**config.mk**
```make
export PLATFORM = sky130hd
export DESIGN_NAME = branch_pc_unit
export DESIGN_NICKNAME = d
export VERILOG_FILES = /design/src/rtl/branch_pc_unit.sv
export SDC_FILE = /design/constraint.sdc
export NUM_CORES = 1
export LEC_CHECK = 0
export ABC_CLOCK_PERIOD_IN_PS = 2700
export CORE_UTILIZATION = 68
export CTS_BUF_LIST = sky130_fd_sc_hd__clkbuf_8
export CTS_CLUSTER_SIZE = 10
export DETAILED_ROUTE_END_ITERATION = 8
export DONT_BUFFER_PORTS = 1
export PLACE_DENSITY = 0.81
export REMOVE_ABC_BUFFERS = 1
export SYNTH_ARGS = -nofsm -noshare
export SYNTH_HDL_FRONTEND = slang
export SYNTH_SLANG_ARGS = --single-unit
```
**constraint.sdc**
```tcl
create_clock -name clk -period 2.7 [get_ports clk]
set_input_delay 0.27 -clock clk [delete_from_list [all_inputs] [get_ports clk]]
set_output_delay 0.27 -clock clk [all_outputs]
set_load 0.02 [all_outputs]
```
**src/rtl/branch_pc_unit.sv**
```systemverilog
// Branch resolution and PC ownership: evaluates the branch condition from comparator flags,
// computes the target, and drives redirect/flush to fetch/decode; freezes on a misaligned target.
module branch_pc_unit #(
   parameter logic [31:0] RESET_PC     = 32'h0000_0000,
   parameter int unsigned FLUSH_CYCLES = 32'd2
) (
   input  logic        clk,
   input  logic        rst_n,
   input  logic        stall,
   input  logic        br_valid,
   input  logic        is_branch,
   input  logic        is_jal,
   input  logic        is_jalr,
   input  logic [2:0]  br_funct3,
   input  logic [31:0] br_pc,
   input  logic [31:0] imm,
   input  logic [31:0] rs1_data,
   input  logic        BrEq,
   input  logic        BrLT,
   output logic        BrUn,
   output logic [31:0] pc,
   output logic [31:0] pc_plus4,
   output logic        redirect,
   output logic        flush,
   output logic        misalign_exc,
   output logic [15:0] taken_count
);

   typedef enum logic [1:0] {
      RUN   = 2'd0,
      FLUSH = 2'd1,
      HALT  = 2'd2
   } state_t;

   localparam logic [2:0] FLUSH_INIT = 3'(FLUSH_CYCLES - 32'd1);
   localparam logic       SINGLE_FLUSH = (FLUSH_CYCLES == 32'd1);

   state_t      state_r, state_nxt_s;
   logic [31:0] pc_r, pc_nxt_s;
   logic        redirect_r, redirect_nxt_s;
   logic        flush_r, flush_nxt_s;
   logic        misalign_r, misalign_nxt_s;
   logic [15:0] taken_count_r, taken_count_nxt_s;
   logic [2:0]  fcnt_r, fcnt_nxt_s;

   logic        cond_s;
   logic        taken_s;
   logic        misaligned_s;
   logic [31:0] target_s;
   logic [31:0] jalr_sum_s;

   assign BrUn         = br_funct3[1];
   assign pc_plus4     = pc_r + 32'd4;
   assign pc           = pc_r;
   assign redirect     = redirect_r;
   assign flush        = flush_r;
   assign misalign_exc = misalign_r;
   assign taken_count  = taken_count_r;

   assign jalr_sum_s   = rs1_data + imm;
   assign taken_s      = br_valid & (is_jal | is_jalr | (is_branch & cond_s));
   assign misaligned_s = taken_s & target_s[1];

   // Branch condition from comparator flags; reserved funct3 encodings never take
   always_comb begin
      cond_s = 1'b0;
      case (br_funct3)
         3'b000:         cond_s = BrEq;
         3'b001:         cond_s = ~BrEq;
         3'b100, 3'b110: cond_s = BrLT;
         3'b101, 3'b111: cond_s = ~BrLT;
         default:        cond_s = 1'b0;
      endcase
   end

   // Target select with jal > jalr > branch priority when class bits overlap
   always_comb begin
      target_s = br_pc + imm;
      if (is_jal) begin
         target_s = br_pc + imm;
      end else if (is_jalr) begin
         target_s = {jalr_sum_s[31:1], 1'b0};
      end else begin
         target_s = br_pc + imm;
      end
   end

   // Next-state and next-output logic for the RUN/FLUSH/HALT controller
   always_comb begin
      state_nxt_s       = state_r;
      pc_nxt_s          = pc_r;
      redirect_nxt_s    = 1'b0;
      flush_nxt_s       = flush_r;
      misalign_nxt_s    = misalign_r;
      taken_count_nxt_s = taken_count_r;
      fcnt_nxt_s        = fcnt_r;
      case (state_r)
         RUN: begin
            if (stall) begin
               pc_nxt_s = pc_r;
            end else if (misaligned_s) begin
               pc_nxt_s       = br_pc;
               misalign_nxt_s = 1'b1;
               flush_nxt_s    = 1'b1;
               state_nxt_s    = HALT;
            end else if (taken_s) begin
               pc_nxt_s          = target_s;
               redirect_nxt_s    = 1'b1;
               flush_nxt_s       = 1'b1;
               fcnt_nxt_s        = FLUSH_INIT;
               taken_count_nxt_s = (taken_count_r == 16'hFFFF) ? taken_count_r
                                                               : taken_count_r + 16'd1;
               // a single-cycle flush needs no FLUSH state, so back-to-back redirects stay possible
               state_nxt_s       = SINGLE_FLUSH ? RUN : FLUSH;
            end else begin
               pc_nxt_s    = pc_r + 32'd4;
               flush_nxt_s = 1'b0;
            end
         end
         FLUSH: begin
            if (stall) begin
               pc_nxt_s = pc_r;
            end else if (fcnt_r == 3'd0) begin
               pc_nxt_s    = pc_r + 32'd4;
               flush_nxt_s = 1'b0;
               state_nxt_s = RUN;
            end else begin
               pc_nxt_s   = pc_r + 32'd4;
               fcnt_nxt_s = fcnt_r - 3'd1;
            end
         end
         HALT: begin
            pc_nxt_s    = pc_r;
            flush_nxt_s = 1'b1;
         end
         default: begin
            state_nxt_s = RUN;
            flush_nxt_s = 1'b0;
         end
      endcase
   end

   // Architectural state registers
   always_ff @(posedge clk or negedge rst_n) begin
      if (!rst_n) begin
         state_r       <= RUN;
         pc_r          <= RESET_PC;
         redirect_r    <= 1'b0;
         flush_r       <= 1'b0;
         misalign_r    <= 1'b0;
         taken_count_r <= 16'd0;
         fcnt_r        <= 3'd0;
      end else begin
         state_r       <= state_nxt_s;
         pc_r          <= pc_nxt_s;
         redirect_r    <= redirect_nxt_s;
         flush_r       <= flush_nxt_s;
         misalign_r    <= misalign_nxt_s;
         taken_count_r <= taken_count_nxt_s;
         fcnt_r        <= fcnt_nxt_s;
      end
   end

endmodule

```
==> results.toml <==
[critical_path]
cp-end-kind = "primary output"
cp-start-kind = "flop"
rrSetupSlack_ps = 200
path_class = "flop to primary output"
worst-path-max-fanout = 7
crit_required_ps = 2430
arrival_ps = 2400

[synthesis]
synth-seq-area-share = 0.2041
syn_avg_cell_area_um2 = 7.654
yosys_warnings = 0
synth_ff_type = "dfrtp_1"
synth_edf_count = 0
synth_cells = 897
yosysUniqueCellTypes = 74
ys_ff_latch = 56
netlist_area_um2 = 6865
synthArstFlopShare = 1.000

[timing]
clock_skew_ps = 15.07
maxSlewViolCount = 0
fin_ws_ps = 33.74
worstMarginPinSlew_ps = 616.8
hold_viol_final = 0
whs_ps = 98.54
fin_crit_ps = 2666
post-route-period-util = 0.9875
clock.fmax_mhz = 375.1
finalSetupTns_ps = 0
slew-limit-headroom = 0.5859
setup_violations = 0

[global_route]
gr-total-overflow = 0
gr-usage-all-layers = 0.4814
grt_pass1_vias = 7776
grt_max_degree = 57
antenna_found_initial = 0
grt_pass1_wl_mm = 38.63

[floorplanning]
core_area_um2 = 9774
io_pins = 192
die-area_um2 = 10500
rows = 36
start_util = 0.7024
die_h_um = 102.5
fp.dieW_um = 102.5

[place]
port_buffers = 0
dp_slack_ps = -395.3
dp.cells = 1126
gp_congestion = 1.036
dpl.hpwl_mm = 19.50

[cts]
cts_inserted_buffers = 5
path_clk_slew_ps = 130
cts_root_buffer = "clkbuf_8"
clock_latency_ps = 340
cts_tree = "yes"
cts_sinks = 56
htreeDepth = 2
clk_path_buf_depth = 2

[run_status]
status = "complete, no violations"

[route]
drt-wirelength-per-cell_um = 22.35
wirelength_mm = 25.48
detail-route-antenna-nets = 0
viasPerCell = 7.040
vias = 8026
firstDrtPassIters = 6
drcViolationCount = 0
dr.first_iter.drc_count = 742

[cells_and_area]
layout-drive-gt1-share = 0.1857
n_antenna_cell = 0
fin_cells = 1140
area_delta_synth_final_pct = 19.39
nets = 1181

[power]
p_leak_nw = 3.755
ir_drop_uv = 443.3
power_density_nw_per_um2 = 725.6

[worst_hold_path]
hold_class = "input port to flop"

[flow_run]
cap_viol_max_count = 0
## routing by layer
| metal | GRT usage | vias to the layer above | routed length, um | part of all wire |
|---|---|---|---|---|
| met3 | 0.1902 | 180 | 3181 | 0.12 |
| met1 | 0.5303 | 3706 | 8864 | 0.35 |
| met4 | 0.3516 | 0 | 1603 | 0.063 |
| met2 | 0.7487 | 621 | 11830 | 0.46 |
| li1 | - | 3519 | - | - |
| met5 | 0.03365 | - | 0 | 0 |
## power by group
group / switching [mW] / internal, mW / total [mW]
Combinational: 2.30 / 1.49 / 3.79
Sequential: 0.495 / 1.13 / 1.62
Clock: 0.347 / 0.191 / 0.538
Total: 3.14 / 2.81 / 5.95
## critical path, cell delays in order (launching register included)
cell and delay, ps:
dfrtp_1 390, nand4_1 200, nor2_1 210, nand4_1 250, nor4_2 210, buf_4 210, nand3_1 120, xor2_1 220
inv_1 90, buf_4 160
## state kept, by name (all words and copies together), names as in the netlist
register and count:
misalign_exc 1, fcnt_r 3, redirect 1, pc 32, state_r 2, flush 1, taken_count 16
## worst paths after layout
kind	from	end	cells after the start
min in group asynchronous	rst_n	pc[21]	2
min	br_pc[13]	pc[13]	2
max in group asynchronous	rst_n	pc[2]	2
max	pc[16]	pc_plus4[31]	9
min reg2reg	fcnt_r[1]	fcnt_r[1]	2
max reg2reg	taken_count[8]	taken_count[12]	8
## stage by stage
| stage | utilization | total power [mW] | instance area (um2) |
|---|---|---|---|
| 3_5_place_dp | 0.8070 | 5.115 | 7888 |
| 6_report | 0.8386 | 5.948 | 8197 |
| 2_1_floorplan | - | 3.783 | 6715 |
| 5_1_grt | 0.8386 | 6.240 | 8197 |
| 4_1_cts | 0.8210 | 5.682 | 8025 |
| 3_3_place_gp | 0.8070 | 4.967 | 7888 |
## layout by cell type, fill, tap and decap left out, types with 33 or more instances in the layout
cell type / n
xnor2_1: 51
dfrtp_1: 54
a21o_1: 33
buf_4: 135
nand2_1: 88
xor2_1: 37
a21oi_1: 80
nor2_1: 72
o21ai_0: 60
ha_1: 65
## synthesized netlist by cell type (3+ instances only)
| library cell | number | share of area |
|---|---|---|
| and4_1 | 4 | 0.0051 |
| o311ai_0 | 3 | 0.0038 |
| nand3b_1 | 4 | 0.0044 |
| and2b_1 | 3 | 0.0033 |
| o22ai_1 | 18 | 0.016 |
| clkbuf_1 | 29 | 0.016 |
| xnor2_1 | 55 | 0.070 |
| a211o_1 | 3 | 0.0038 |
| o21a_1 | 10 | 0.011 |
| a21o_1 | 33 | 0.036 |
| o21ai_0 | 63 | 0.046 |
| a21oi_1 | 84 | 0.061 |
| nand2b_1 | 13 | 0.012 |
| o221ai_1 | 4 | 0.0051 |
| or3_1 | 7 | 0.0064 |
| nor2_1 | 74 | 0.040 |
| a221o_1 | 6 | 0.0087 |
| xor2_1 | 39 | 0.050 |
| a211oi_1 | 9 | 0.0098 |
| and2_1 | 7 | 0.0064 |
| a221oi_1 | 9 | 0.011 |
| o31ai_1 | 3 | 0.0033 |
| nand3_1 | 29 | 0.021 |
| nor3_1 | 20 | 0.015 |
| inv_1 | 27 | 0.015 |
| nor2b_1 | 11 | 0.010 |
| o31a_1 | 3 | 0.0038 |
| nand4_1 | 13 | 0.012 |
| a31oi_1 | 10 | 0.0091 |
| a22oi_1 | 5 | 0.0055 |
| or2_2 | 3 | 0.0027 |
| buf_2 | 3 | 0.0022 |
| buf_4 | 3 | 0.0033 |
| o21ai_1 | 6 | 0.0044 |
| dfrtp_1 | 56 | 0.20 |
| and3_1 | 14 | 0.013 |
| ha_1 | 65 | 0.12 |
| nand2_1 | 88 | 0.048 |
| a21boi_0 | 5 | 0.0055 |
| mux2i_1 | 5 | 0.0073 |
| o21bai_1 | 4 | 0.0044 |
| o211ai_1 | 9 | 0.0098 |
## cell type report
cell class                 count  area [um2]
multi-input combinational    778        5360
fill                         655        1578
sequential                    56        1404
timing repair buffer         138        1071
tap                          133       166.4
inverter                      27       101.3
clock buffer                   5       68.82
clock inverter                 3       25.02
## timing repair
item                                    CTS  global route
pin swaps                                 1             8
endpoints found under the setup margin    5            17
resized for setup                         2            31
endpoints found under the hold margin    56             0
buffers inserted                          0             4
hold buffers                              2             0
## cell families after synthesis
family / after synthesis / synth area share
adder cells (fa/ha/maj): 67 / 0.1243
AND/OR/NAND/NOR: 298 / 0.2094
flip-flops: 56 / 0.2041
buffers and inverters: 63 / 0.03663
XOR/XNOR: 94 / 0.1199
AO/OA/AOI/OAI: 312 / 0.2951
multiplexers: 7 / 0.01057
Power figures use the tool's default switching activity.
